<file path="src/rtl/pcm_frame_unpacker.sv">
// Fetches one interleaved PCM frame from the byte FIFO on each sample strobe and presents all channels at once.
// Optional macro PCM_OFFSET_BINARY_EN: inverts each sample MSB (offset binary) and resets channels to midscale.
module pcm_frame_unpacker #(
  parameter int CHANNELS    = 2,
  parameter int SAMPLE_BITS = 16,
  parameter int BIG_ENDIAN  = 1,
  parameter int FILL_BITS   = 20,
  parameter int CNT_BITS    = 16
) (
  input  logic                            clk,
  input  logic                            reset_n,
  input  logic                            sample_en,
  input  logic [FILL_BITS-1:0]            fifo_fill,
  output logic                            fifo_rd_en,
  input  logic [7:0]                      fifo_rd_data,
  input  logic                            fifo_completed,
  output logic [CHANNELS*SAMPLE_BITS-1:0] samples_out,
  output logic                            samples_valid,
  output logic                            busy,
  output logic [CNT_BITS-1:0]             underrun_count,
  output logic [CNT_BITS-1:0]             overrun_count
);

  localparam int BPS         = SAMPLE_BITS / 8;
  localparam int FRAME_BYTES = CHANNELS * BPS;
  localparam int IDX_W       = $clog2(FRAME_BYTES + 1);
  localparam int OUT_W       = CHANNELS * SAMPLE_BITS;

  typedef enum logic {IDLE, FETCH} state_t;

  state_t           state, state_nxt;
  logic [IDX_W-1:0] idx;
  logic [7:0]       stage_p0 [FRAME_BYTES];
  logic [OUT_W-1:0] frame_p0;
  logic [OUT_W-1:0] frame_conv_p0;
  logic             start, last_byte, underrun_evt, overrun_evt;

  function automatic logic [CNT_BITS-1:0] sat_inc(input logic [CNT_BITS-1:0] c);
    return (&c) ? c : c + 1'b1;
  endfunction

`ifdef PCM_OFFSET_BINARY_EN
  function automatic logic [OUT_W-1:0] to_offset(input logic [OUT_W-1:0] f);
    logic [OUT_W-1:0] r;
    r = f;
    for (int c = 0; c < CHANNELS; c++)
      r[c*SAMPLE_BITS + SAMPLE_BITS - 1] = ~f[c*SAMPLE_BITS + SAMPLE_BITS - 1];
    return r;
  endfunction

  localparam logic [OUT_W-1:0] RESET_FRAME = to_offset('0);
  assign frame_conv_p0 = to_offset(frame_p0);
`else
  localparam logic [OUT_W-1:0] RESET_FRAME = '0;
  assign frame_conv_p0 = frame_p0;
`endif

  always_comb begin
    state_nxt    = state;
    start        = 1'b0;
    last_byte    = 1'b0;
    underrun_evt = 1'b0;
    overrun_evt  = 1'b0;
    case (state)
      IDLE: begin
        if (sample_en) begin
          if (fifo_fill >= FILL_BITS'(FRAME_BYTES)) begin
            state_nxt = FETCH;
            start     = 1'b1;
          end else begin
            underrun_evt = 1'b1;
          end
        end
      end
      FETCH: begin
        overrun_evt = sample_en;
        if (fifo_completed && idx == IDX_W'(FRAME_BYTES - 1)) begin
          last_byte = 1'b1;
          state_nxt = IDLE;
        end
      end
      default: state_nxt = IDLE;
    endcase
  end

  assign fifo_rd_en = (state == FETCH);
  assign busy       = (state == FETCH);

  // Stage 0 -> frame: the final byte bypasses staging so the whole frame loads on the cycle after it arrives
  for (genvar k = 0; k < FRAME_BYTES; k++) begin : g_byte
    localparam int CH   = k / BPS;
    localparam int POS  = k % BPS;
    localparam int SLOT = (BIG_ENDIAN != 0) ? (BPS - 1 - POS) : POS;
    assign frame_p0[CH*SAMPLE_BITS + SLOT*8 +: 8] =
      (fifo_completed && idx == IDX_W'(k)) ? fifo_rd_data : stage_p0[k];
  end

  always_ff @(posedge clk) begin
    if (!reset_n) begin
      state          <= IDLE;
      idx            <= '0;
      samples_out    <= RESET_FRAME;
      samples_valid  <= 1'b0;
      underrun_count <= '0;
      overrun_count  <= '0;
      for (int k = 0; k < FRAME_BYTES; k++) stage_p0[k] <= '0;
    end else begin
      state         <= state_nxt;
      samples_valid <= last_byte;
      if (start) begin
        idx <= '0;
      end else if (state == FETCH && fifo_completed) begin
        for (int k = 0; k < FRAME_BYTES; k++)
          if (idx == IDX_W'(k)) stage_p0[k] <= fifo_rd_data;
        idx <= idx + 1'b1;
      end
      if (last_byte)    samples_out    <= frame_conv_p0;
      if (underrun_evt) underrun_count <= sat_inc(underrun_count);
      if (overrun_evt)  overrun_count  <= sat_inc(overrun_count);
    end
  end

endmodule
</file>
<file path="config.mk">
export PLATFORM = sky130hd
export DESIGN_NAME = pcm_frame_unpacker
export DESIGN_NICKNAME = d
export VERILOG_FILES = /design/src/rtl/pcm_frame_unpacker.sv
export SDC_FILE = /design/constraint.sdc
export NUM_CORES = 1
export LEC_CHECK = 0
export ABC_AREA = 0
export CORE_ASPECT_RATIO = 1.1
export CORE_MARGIN = 2
export CORE_UTILIZATION = 48
export CTS_CLUSTER_DIAMETER = 150
export CTS_CLUSTER_SIZE = 14
export DETAILED_ROUTE_END_ITERATION = 8
export PLACE_DENSITY = 0.77
export SLEW_MARGIN = 10
export SYNTH_ARGS = -nofsm -noshare
export SYNTH_HDL_FRONTEND = slang
export SYNTH_SLANG_ARGS = --single-unit
</file>
<file path="constraint.sdc">
create_clock -name clk -period 2.8 [get_ports clk]
set_input_delay 0.28 -clock clk [delete_from_list [all_inputs] [get_ports clk]]
set_output_delay 0.28 -clock clk [all_outputs]
set_load 0.005 [all_outputs]
</file>
# Word-level counts from Yosys, hierarchy flattened
# Memory sizes are Yosys's and may differ from the RTL's. A register that Yosys moved wholly into a read port is not among the register bits.
# Index checks and enable logic that the tools add are counted.
# word_totals
output_inout_bits	67
word_cells	69
inputBits	32
ff_bits	37
mem_bits_rw	32
memories	1
# classes
order_cmp	1
addsub	3
eq_ne	3
n_bitwise	8
n_mux	36
reduce_logical	12
# memory_table
name	depth	word_bits	read_ports	rd_ports_with_merged_regs	wr	line	rtl
stage_p0	4	8	4	4	4	33	logic [7:0] stage_p0 [FRAME_BYTES];
# ops
operator	count
adder 16 x 1 -> 16 bit, second input constant	2
2-to-1 mux 8 bit	4
AND reduction 16 bit	2
2-to-1 mux 1 bit	31
>= comparator 20 x 3 -> 1 bit, second input constant	1
equality test 3 x 2 -> 1 bit, second input constant	2
logical NOT 1 bit	4
NOT 1 bit	4
bitwise OR 1 bit	4
AND reduction 2 bit	2
adder 3 x 1 -> 3 bit, second input constant	1
equality test 3 x 1 -> 1 bit, second input constant	1
logical NOT 3 bit	1
logical AND 1 bit	2
one-hot mux 1 bit (2 select lines)	1
OR reduction 2 bit	1

# Depth between registers and ports, before layout
# Gate-level depths: netlist of the first run.
# logic_depth
depth_word	8
depth_mapped	8
mapped_depth_nobuf	6

# Worst setup path before layout of the first run
# No wires, ideal clock.
# synth_timing
path_type	reg-to-reg
start	register underrun_count[0]
end	register underrun_count[10]
period_less_slack_ns	1.976
t_arrival_ns	1.905
setup_time_ns	0.072
t_required_ns	2.728
path_stages_with_launch	9
n_path_buf	2
path_slack_ns	0.824
path_cell_list	dfxtp_1 > ha_1 > and3_2 > and4_4 > buf_6 > or3_1 > buf_2 > nor4_1 > mux2i_1
# synth_via
elab_chain_cells	3
elab_cells_between_ends	4
cone_classes	add/sub: 1; bitwise: 1; reduce/logical: 2
# synth_rtl
element	line	rtl
start: declaration	20	output logic [CNT_BITS-1:0] underrun_count,
start signal: assignment	118	if (underrun_evt) underrun_count <= sat_inc(underrun_count);
branches (longest 3 deep; another with adder 16 x 1 -> 16 bit)	-	
# Several ways; the timed one is not identified.
# A chain may end at the register's enable or synchronous reset.

# Worst setup path after layout of the first run
# Ends and elaborated chain as after synthesis.

==> results of run 1 <==
==> logic make-up (layout without fill, tap and decap cells) <==
family | after synthesis | in the layout
simple gates | 153 | 153
xor+xnor | 15 | 15
mux | 7 | 7
buf+inv | 28 | 128
fa+ha+maj | 7 | 7
flops | 93 | 93
compound gates | 63 | 63
==> layout make-up <==
type,instances,area (um2)
inverters,9,33.8
multi-input cells,245,1610
repair buffers,103,1010
well taps,108,135
clock inverters,7,58.8
fillers,656,2750
clock buffers,9,124
flip-flops and latches,93,2100
==> layer usage <==
metal / global-route usage, % / vias to the layer above / share of wire, %
met4: 6.08 / 0 / 1.2
met2: 32.1 / 54 / 49
met5: 0 / - / 0
met1: 27.5 / 1420 / 47
li1: - / 1501 / -
met3: 3.91 / 9 / 2.8
==> power by group <==
group	switching, mW	total (mW)	internal, mW
combinational	0.0614	0.124	0.0625
clock	0.490	0.827	0.337
sequential	0.0101	1.41	1.40
==> stage by stage <==
stage / setup slack [ns] / utilization [%]
2_1_floorplan: 0.824 / -
3_3_place_gp: 0.543 / 62.6
6_report: 0.769 / 64.9
5_1_grt: 0.622 / 64.9
3_5_place_dp: 0.480 / 62.6
4_1_cts: 0.765 / 64.9
==> cells in the final DEF, fill, tap and decap left out, types with 8 or more instances in the layout <==
cell | netlist | final
nand2_1 | 30 | 30
and2_1 | 27 | 27
nand3_1 | 15 | 15
clkdlybuf4s50_1 | 0 | 96
edfxtp_1 | 24 | 24
nor4_1 | 8 | 8
a21oi_1 | 12 | 11
clkbuf_8 | 0 | 9
xnor2_1 | 13 | 13
o21ai_0 | 11 | 11
a22o_1 | 32 | 32
inv_1 | 9 | 9
dfxtp_1 | 69 | 69
nor2_1 | 26 | 26
==> state kept, by name, summed over array words and instances, names as in the netlist <==
signal	count
stage_p0	24
underrun_count	16
overrun_count	16
samples_out	32
idx	3
busy	1
samples_valid	1
==> worst max-delay path: stages, from the launching register on <==
cell     delay [ns]
dfxtp_1        0.35
ha_1           0.25
and3_2         0.26
and4_4         0.21
or3_1          0.40
nor4_1         0.29
mux2i_1        0.21
==> cells in the mapped netlist (3+ instances only) <==
library cell  number
nand3_1           15
and2_1            27
nand4_1            7
nor4_1             8
nor3_1             6
or3_1              6
clkbuf_1          14
a21oi_1           12
or4_1              3
mux2i_1            7
ha_1               7
and3_1             3
nor2_1            26
edfxtp_1          24
a22o_1            32
nand2b_1           7
nand2_1           30
inv_1              9
xnor2_1           13
dfxtp_1           69
o21ai_0           11
==> path summary, 6_finish.rpt <==
| path | cells after the start | endpoint |
|---|---|---|
| max | 6 | underrun_count[10]$_SDFFE_PN0P_ |
| min | 1 | samples_out[1]$_SDFFE_PN0P_ |
| max reg2reg | 6 | underrun_count[10]$_SDFFE_PN0P_ |
| min reg2reg | 1 | samples_out[1]$_SDFFE_PN0P_ |
==> impl_results.md, run 1 <==
- CTS resizes: 0
- CP Capture Type: flop
- Status: completed
- Via-to-Cell Ratio: 5.20
- Clock Path Buffers: 2
- Hpwl dp: a little under 6000 um
- Synth warn: 0
- Post-synth top area share: roughly 36%
- Initial antenna violation count: 0
- CTS tree: yes
- HP Start: stage_p0[1][1]$_SDFFCE_PN0P_
- Number of global-route vias before repair: 2913
- Clock Skew: approximately 0.0076 ns
- Setup TNS: 0 ns
- Total clock buffers created by CTS: 9
- WP data arrival: around 2.3 ns
- H-tree Lvls: 3
- Ratio of cells with drive above 1 in the final layout: approximately 7.3%
- Clock sink total: between 90 and 100
- Routed WL: 8170 um
- Final-report hold violation count: 0
- Async S/R FF share, synth: 0%
- Power per cell area: ~460 nW/um2
- Nets: 500
- Die Height: approximately 100 um
- Clk_lat worst skew: 0.35 ns
- Final setup fails: 0
- Final period util: between 70% and 80%
- Worst slew pin tran: 0.680 ns
- Post CTS Setup Buffer Count: 0
- Placed Cells: approximately 560
- Die Wd: roughly 90 um
- Drt wl/cell: 14.2 um
- DR DRC count: 0
- Largest cells by area after synthesis: dfxtp_1 36%, edfxtp_1 19%, a22o_1 7.3%
- Pre-antenna DRT Iters: 4
- Ant diodes: 0
- Syn nets: 405
- Yosys cell types: 46
- DP Area: around 4900 um2
- Post-Synth XOR/XNOR Area: approximately 3.4%
- Worst setup SP type: flop
- First-pass GRT wire length: between 10000 and 15000 um
- DIE AREA: between 8000 and 9000 um2
- CP Max Fanout: 7
- Post-Synth Adder-Cell Area: between 2 and 2.5%
- Post-CTS Hold Buffers: 0
- Mux share of post-synthesis cell area: between 1.5 and 2%
- R2r startpoint: underrun_count[0]$_SDFFE_PN0P_
- Worst Hold Class: reg2reg
- Compound-Gate Fraction of Synth Area: a little under an eighth
- Synthesis-to-finish area growth: 32.6%
- Starting Density: 48.9%
- Mean Syn Cell Area: 10.5 um2
- Detail Route Antenna Nets: 0
- Sequential fraction of the synthesis area: between 50% and 60%
- Pwr Total: ~2.4 mW
- Area leader, netlist: dfxtp_1
- Total GRT Usage: between 20% and 30%
- Hold WS: approximately 0.46 ns
- Rel. slew slack: a little over half
- Top FF cell, synth: dfxtp_1
- Post-synth EDFFs: 24
- RSZ-0062 raised after global routing: no
- Number of max-cap violations: 0
- Total core area: 7830 um2
- Initial drt markers: 98
- PortBufs: 96
- Worst VDD drop: ~0.25 mV
- Critical path type: reg2reg
- Critical path origin: underrun_count[0]$_SDFFE_PN0P_
- Post-synthesis instance total: 366
- Worst path required time: slightly above 3 ns
- Cell Area, Synth: 3830 um2
- I/O pin count: a little under 100
- Vias: a little under 3000
- Slew Viols, Final: 0
- Non-Filler Instances: about 570
- Min Clock Period, post-route: ~2 ns
- FMAX: slightly below 500 MHz
- Static leakage: between 1.5 and 2 nW
- Reg2Reg Setup Slack: about 0.77 ns
- CTS root buf: clkbuf_8
- Largest family of logic cells by synthesized area: simple AND/OR/NAND/NOR gates
- # rows: 34
- GRT overflow: 0
- Largest net degree at the start of global routing: 34
- Clock slew at reported path FFs: 0.10 ns
- Synth Area in Simple Gates: a little under a quarter
- Synthesized flop and latch total: 93
- Post-Layout Inst Area: slightly above 5000 um2
- Global placer's final weighted congestion: 0.809
Note: power is estimated with default switching activity, not from simulation.
==> inputs of run 2 (changes only) <==
- CORE_UTILIZATION: 48 -> 44
- PLACE_DENSITY: 0.77 -> 0.74
- clock period: 2.8 -> 1.7 ns (I/O delays scaled with it)
==> run 2 against run 1 <==
- the run now ends with negative setup slack left
- critical path depth unchanged
- highest routed layer unchanged
- power up 75%
- largest power group unchanged
- clock power up 92%
- hold slack about the same
- die area up 8.7%
==> impl_results.md, run 2 (synthesis results as in run 1) <==
- Final setup fails: 4 (+4)
- Routed WL: 9310 um (+14%)
- Pwr Total: 4.13 mW (+75%)
- Via-to-Cell Ratio: 5.17 (-0.52%)
- First-pass GRT wire length: 15300 um (+11%)
- RSZ-0062 raised after global routing: yes
- Worst Hold Class: reg2reg
- Hpwl dp: 6730 um (+16%)
- Clock Skew: 0.0138 ns (+0.00620 ns)
- Reg2Reg Setup Slack: -0.05 ns (-0.82 ns)
- Most common cell after layout, fill and taps aside: clkdlybuf4s50_1
- Largest registers: samples_out: 32 flops, stage_p0: 24 flops
- Slew Viols, Final: 0 (unchanged)
- PortBufs: 96 (unchanged)
- R2r startpoint: underrun_count[0]$_SDFFE_PN0P_
- DP Area: 5290 um2 (+7.9%)
- Total clock buffers created by CTS: 9 (unchanged)
- DR DRC count: 0 (unchanged)
- Vias: 3227 (+8.1%)
- Post-Layout Inst Area: 5620 um2 (+11%)
- DIE AREA: 9470 um2 (+8.7%)
- Synthesis-to-finish area growth: 46.6%
- Most frequent cells in the layout: 92 x clkdlybuf4s50_1, 65 x dfxtp_1, 51 x buf_4
- Critical path's top delay family: simple AND/OR/NAND/NOR gates
- Number of global-route vias before repair: 3164 (+8.6%)
- Cells on worst reg2reg path: 6 (unchanged)
- Final setup slack of the worst path: -0.0496 ns (-0.819 ns)
- Starting Density: 45.6% (-3.4 points)
- Dpl ws: -0.425 ns (-0.905 ns)
- CP dominant cell by count: or3_4
- GRT overflow: 0 (unchanged)
- Clock slew at reported path FFs: 0.10 ns (about the same)
- Final-report hold violation count: 0 (unchanged)
- Initial drt markers: 93 (-5.1%)
- Ratio of cells with drive above 1 in the final layout: 20.1% (+13 points)
- Worst path buffer plus inverter count: 0 (unchanged)
- CP Max Fanout: 7 (unchanged)
- Largest net degree at the start of global routing: 34 (unchanged)
- Power per cell area: 735 nW/um2 (+59%)
- I/O pin count: 99 (unchanged)
- Worst VDD drop: 0.588 mV (+140%)
- Violated checks: negative setup slack
- Static leakage: 2.09 nW (+17%)
- Crit path capture: underrun_count[8]$_SDFFE_PN0P_
- Crit-path cells: ha_4 -> and3_4 -> and4_4 -> or3_4 -> or3_4 -> a21oi_2
- # rows: 35 (+2.9%)
- Setup TNS: -0.0952 ns (-0.0952 ns)
- Status: complete, but fails checks
- WP data arrival: 2.04 ns (-0.28 ns)
- Final period util: 103% (+30 points)
- Core Util, Final: 66.8% (+1.9 points)
- Drt wl/cell: 14.9 um (+4.9%)
- Critical path depth: 6 (unchanged)
- H-tree Lvls: 3 (unchanged)
- Die Wd: 93.0 um (+4.2%)
- Critical path type: reg2reg
- Worst setup SP type: flop
- CTS tree: yes
- CTS root buf: clkbuf_8
- Detail Route Antenna Nets: 0 (unchanged)
- Clock Path Buffers: 2 (unchanged)
- Rel. slew slack: 73.5% (+19 points)
- Die Height: 102 um (+4.3%)
- Global placer's final weighted congestion: 0.822 (+1.6%)
- Slowest-stage cell, CP: or3_4
- Total GRT Usage: 20.4% (+0.33 points)
- Ant diodes: 0 (unchanged)
- Initial antenna violation count: 0 (unchanged)
- Clk_lat worst skew: 0.35 ns (about the same)
- Number of max-cap violations: 0 (unchanged)
- Worst slew pin tran: 0.394 ns (-0.287 ns)
- Top reg by flops: samples_out
- FMAX: 572 MHz (+16%)
- Critical R2R Capture: underrun_count[8]$_SDFFE_PN0P_
- Worst path required time: 1.99 ns (-1.09 ns)
- Total core area: 8410 um2 (+7.4%)
- CP Capture Type: flop
- Nets: 547 (+9.4%)
- Pre-antenna DRT Iters: 4 (unchanged)
- Critical path origin: underrun_count[0]$_SDFFE_PN0P_
- Max reg flops: 32 (unchanged)
- Clock sink total: 93 (unchanged)
- Post-CTS Hold Buffers: 0 (unchanged)
- Min Clock Period, post-route: 1.75 ns (-0.281 ns)
- Max incr delay on CP: 0.38 ns (-0.02 ns)
run 2: cell count changes in the layout (fill, tap and decap cells not counted), moves of 3 or more:
cell | before | now
nand3_2 | 0 | 3
dlygate4sd2_1 | 0 | 4
dfxtp_1 | 69 | 65
dfxtp_2 | 0 | 4
clkdlybuf4s50_1 | 96 | 92
nor4_1 | 8 | 4
nand3_1 | 15 | 12
buf_4 | 7 | 51
nor2_1 | 26 | 23
nor2_2 | 0 | 3
run 2: routing by layer:
layer,track usage [%],routed length [um],vias to the layer above
met4,6.79,86,0
met3,3.02,278,6
met1,26.8,4150,1556
met2,35.0,4800,65
li1,-,-,1600
met5,0,0,-
run 2: area by class of cell:
class	instances	area [um2]
Tap cell	111	139
Multi-Input combinational cell	245	1730
Clock buffer	11	153
Fill cell	682	2790
Sequential cell	93	2110
Inverter	9	33.8
Clock inverter	5	62.6
Timing Repair Buffer	150	1390
run 2: power breakdown:
group	switching (mW)	leakage (nW)	total, mW	internal, mW
Combinational	0.111	1.17	0.227	0.116
Sequential	0.0152	0.807	2.31	2.30
Clock	0.801	0.110	1.59	0.788
run 2: per-stage QoR:
stage	instances	hold slack, ns
after floorplan	366	0.303
after global placement	607	0.448
after detailed placement	607	0.451
after CTS	624	0.462
after global routing	624	0.482
final	624	0.460
run 2: repair_timing:
| item | in CTS | in global routing |
|---|---|---|
| cloned | 0 | 0 |
| setup buffers | 1 | 0 |
| pin swaps | 4 | 6 |
| endpoints found under the setup margin | 9 | 49 |
| resized for setup | 9 | 19 |
run 2: worst min path at each step:
stage / from / endpoint / slack, ns / cells after the start
3_3_place_gp: stage_p0[2][4]$_SDFFCE_PN0P_ / samples_out[28]$_SDFFE_PN0P_ / 0.45 / 1
3_5_place_dp: stage_p0[2][0]$_SDFFCE_PN0P_ / samples_out[24]$_SDFFE_PN0P_ / 0.45 / 1
6_report: stage_p0[1][1]$_SDFFCE_PN0P_ / samples_out[1]$_SDFFE_PN0P_ / 0.46 / 1
2_1_floorplan: fifo_rd_data[0] / samples_out[16]$_SDFFE_PN0P_ / 0.30 / 1
5_1_grt: stage_p0[1][1]$_SDFFCE_PN0P_ / samples_out[1]$_SDFFE_PN0P_ / 0.48 / 1
4_1_cts: stage_p0[1][1]$_SDFFCE_PN0P_ / samples_out[1]$_SDFFE_PN0P_ / 0.46 / 1
==> inputs of run 3 (changes only) <==
- CORE_UTILIZATION: 44 -> 45
- CTS_BUF_LIST: unset -> sky130_fd_sc_hd__clkbuf_4
- PLACE_DENSITY: 0.74 -> 0.75
==> run 3 against run 2 <==
- the flow still finishes with violations (negative setup slack)
- cell count rose by 0.32%
- sequential share of layout area rose by 0.50 points
- first-iteration DRC count rose by 14%
- flip-flop and latch count did not move
- sequential power barely moved
- highest routed layer unchanged
- power fell by 10%
- count of clock-buffer cells in the layout fell by 2
==> impl_results.md, run 3 (synthesis results as in run 1) <==
- Max incr delay on CP: 0.37 ns (about the same)
- Detail Route Antenna Nets: 0 (unchanged)
- Largest registers: samples_out: 32 flops, stage_p0: 24 flops
- Non-Filler Instances: 626 (+0.32%)
- Violated checks: negative setup slack
- Total core area: 8320 um2 (-1.0%)
- Setup TNS: -0.155 ns (-0.0596 ns)
- Nets: 549 (+0.37%)
- HP Start: fifo_rd_data[6]
- Core Util, Final: 66.9% (+0.13 points)
- Reg2Reg Setup Slack: -0.07 ns (-0.02 ns)
- M1 wire length: 4090 um (-1.3%)
- DIE AREA: 9270 um2 (-2.1%)
- Slew Viols, Final: 0 (unchanged)
- Largest net degree at the start of global routing: 34 (unchanged)
- Starting Density: 46.0% (+0.48 points)
- Worst Hold Class: in2reg
- Clock slew at reported path FFs: 0.16 ns (+0.06 ns)
- Total GRT Usage: 20.8% (+0.40 points)
- Hpwl dp: 6710 um (-0.26%)
- CP Capture Type: flop
- Pre-antenna DRT Iters: 5 (+1)
- Critical path type: reg2reg
- Via-to-Cell Ratio: 5.21 (+0.76%)
- Hold Path Cell Cnt: 2 (+1)
- Pwr Total: 3.70 mW (-10%)
- Most common cell after layout, fill and taps aside: clkdlybuf4s50_1
- I/O pin count: 99 (unchanged)
- Worst setup SP type: flop
- Drt wl/cell: 15.0 um (+0.75%)
- # rows: 35 (unchanged)
- Routed WL: 9410 um (+1.1%)
- CP dominant cell by count: or3_4
- Power per cell area: 664 nW/um2 (-9.7%)
- Status: complete, but fails checks
- Critical R2R Capture: underrun_count[8]$_SDFFE_PN0P_
- Final setup fails: 4 (unchanged)
- Worst path required time: 2.11 ns (+0.12 ns)
- Vias: 3262 (+1.1%)
- Slowest-stage cell, CP: dfxtp_2
- FMAX: 564 MHz (-1.3%)
- Total clock buffers created by CTS: 9 (unchanged)
- Initial drt markers: 106 (+14%)
- Worst Hold End: samples_out[22]$_SDFFE_PN0P_
- Crit-path cells: ha_4 -> and3_4 -> and4_4 -> or3_4 -> or3_4 -> a21oi_2
- CTS root buf: clkbuf_4
- CP Max Fanout: 7 (unchanged)
- Fillers: 676 (-0.88%)
- Clock Path Buffers: 2 (unchanged)
- Final setup slack of the worst path: -0.0735 ns (-0.0239 ns)
- Final period util: 104% (+1.4 points)
- Synthesis-to-finish area growth: 45.4%
- GRT overflow: 0 (unchanged)
- CTS tree: yes
- H-tree Lvls: 3 (unchanged)
- Number of global-route vias before repair: 3304 (+4.4%)
- Dpl ws: -0.478 ns (-0.0530 ns)
- Ratio of cells with drive above 1 in the final layout: 21.0% (+0.89 points)
- Clock Skew: 0.0182 ns (+0.00446 ns)
- Global placer's final weighted congestion: 0.847 (+3.1%)
- Max reg flops: 32 (unchanged)
- Worst slew pin tran: 0.433 ns (+0.0389 ns)
- Clock sink total: 93 (unchanged)
- DR DRC count: 0 (unchanged)
- Initial antenna violation count: 0 (unchanged)
- Post-CTS Hold Buffers: 0 (unchanged)
- Metal2 WL: 4720 um (-1.7%)
- Worst VDD drop: 0.428 mV (-27%)
- Number of max-cap violations: 0 (unchanged)
- First-pass GRT wire length: 15300 um (+0.31%)
- Final-report hold violation count: 0 (unchanged)
- Min Clock Period, post-route: 1.77 ns (+0.0239 ns)
- Rel. slew slack: 71.0% (-2.4 points)
- Uppermost layer routed: met4
- Routed wl met3: 351 um (+26%)
- Ant diodes: 0 (unchanged)
- Static leakage: 2.09 nW (about the same)
- WP data arrival: 2.18 ns (+0.14 ns)
- Cells on worst reg2reg path: 6 (unchanged)
- Die Wd: 92.0 um (-1.1%)
- Clk_lat worst skew: 0.46 ns (+0.11 ns)
- Die Height: 101 um (-1.1%)
- Critical path origin: underrun_count[1]$_SDFFE_PN0P_
- Placed Cells: 606 (-0.16%)
- RSZ-0062 raised after global routing: yes
- R2r startpoint: underrun_count[1]$_SDFFE_PN0P_
- PortBufs: 96 (unchanged)
- Most frequent cells in the layout: 96 x clkdlybuf4s50_1, 59 x dfxtp_1, 52 x buf_4
- Top reg by flops: samples_out
[run 3: per-layer routing]
metal	GRT usage (%)	vias up
li1	-	1609
met1	26.0	1551
met2	35.9	82
met3	3.14	20
met4	9.41	0
met5	0	-
[run 3: cell type report]
| type | count | area [um2] | area share (%) |
|---|---|---|---|
| tap | 111 | 139 | 2.49 |
| timing repair buffer | 152 | 1410 | 25.4 |
| clock inverter | 7 | 60.1 | 1.08 |
| clock buffer | 9 | 67.6 | 1.21 |
| inverter | 9 | 33.8 | 0.607 |
| multi-input combinational | 245 | 1740 | 31.2 |
| sequential | 93 | 2120 | 38.0 |
[run 3: timing repair]
| item | 4_1_cts | 5_1_grt |
|---|---|---|
| cloned | 0 | 0 |
| setup endpoints to repair | 9 | 24 |
| gates resized for setup | 6 | 27 |
| setup buffers | 0 | 4 |
| pin swaps | 1 | 2 |
[run 3: critical path, delay by kind of cell (launching register included)]
family,cells,cell delay (ns)
flip-flops,1,0.37
AO/OA/AOI/OAI,1,0.13
AND/OR/NAND/NOR,4,1.08
adder cells (fa/ha/maj),1,0.15
[run 3: through the flow]
stage | instance area [um2] | hold WS, ns
global route | 5570 | 0.453
finish | 5570 | 0.441
global placement | 5280 | 0.446
detailed placement | 5280 | 0.451
floorplan | 3850 | 0.303
CTS | 5440 | 0.426
[run 3: how the worst max path moves through the flow]
| stage | slack [ns] | end |
|---|---|---|
| floorplan | -0.20 | underrun_count[4]$_SDFFE_PN0P_ |
| global placement | -0.37 | underrun_count[4]$_SDFFE_PN0P_ |
| detailed placement | -0.48 | underrun_count[12]$_SDFFE_PN0P_ |
| CTS | -0.04 | underrun_count[8]$_SDFFE_PN0P_ |
| global route | -0.12 | underrun_count[8]$_SDFFE_PN0P_ |
| finish | -0.07 | underrun_count[8]$_SDFFE_PN0P_ |
[run 3: where the power goes]
part           leakage, nW  total, mW  internal (mW)  switching (mW)
combinational         1.20      0.230          0.119           0.111
sequential           0.810       2.32           2.30          0.0149
clock               0.0736       1.15          0.333           0.819
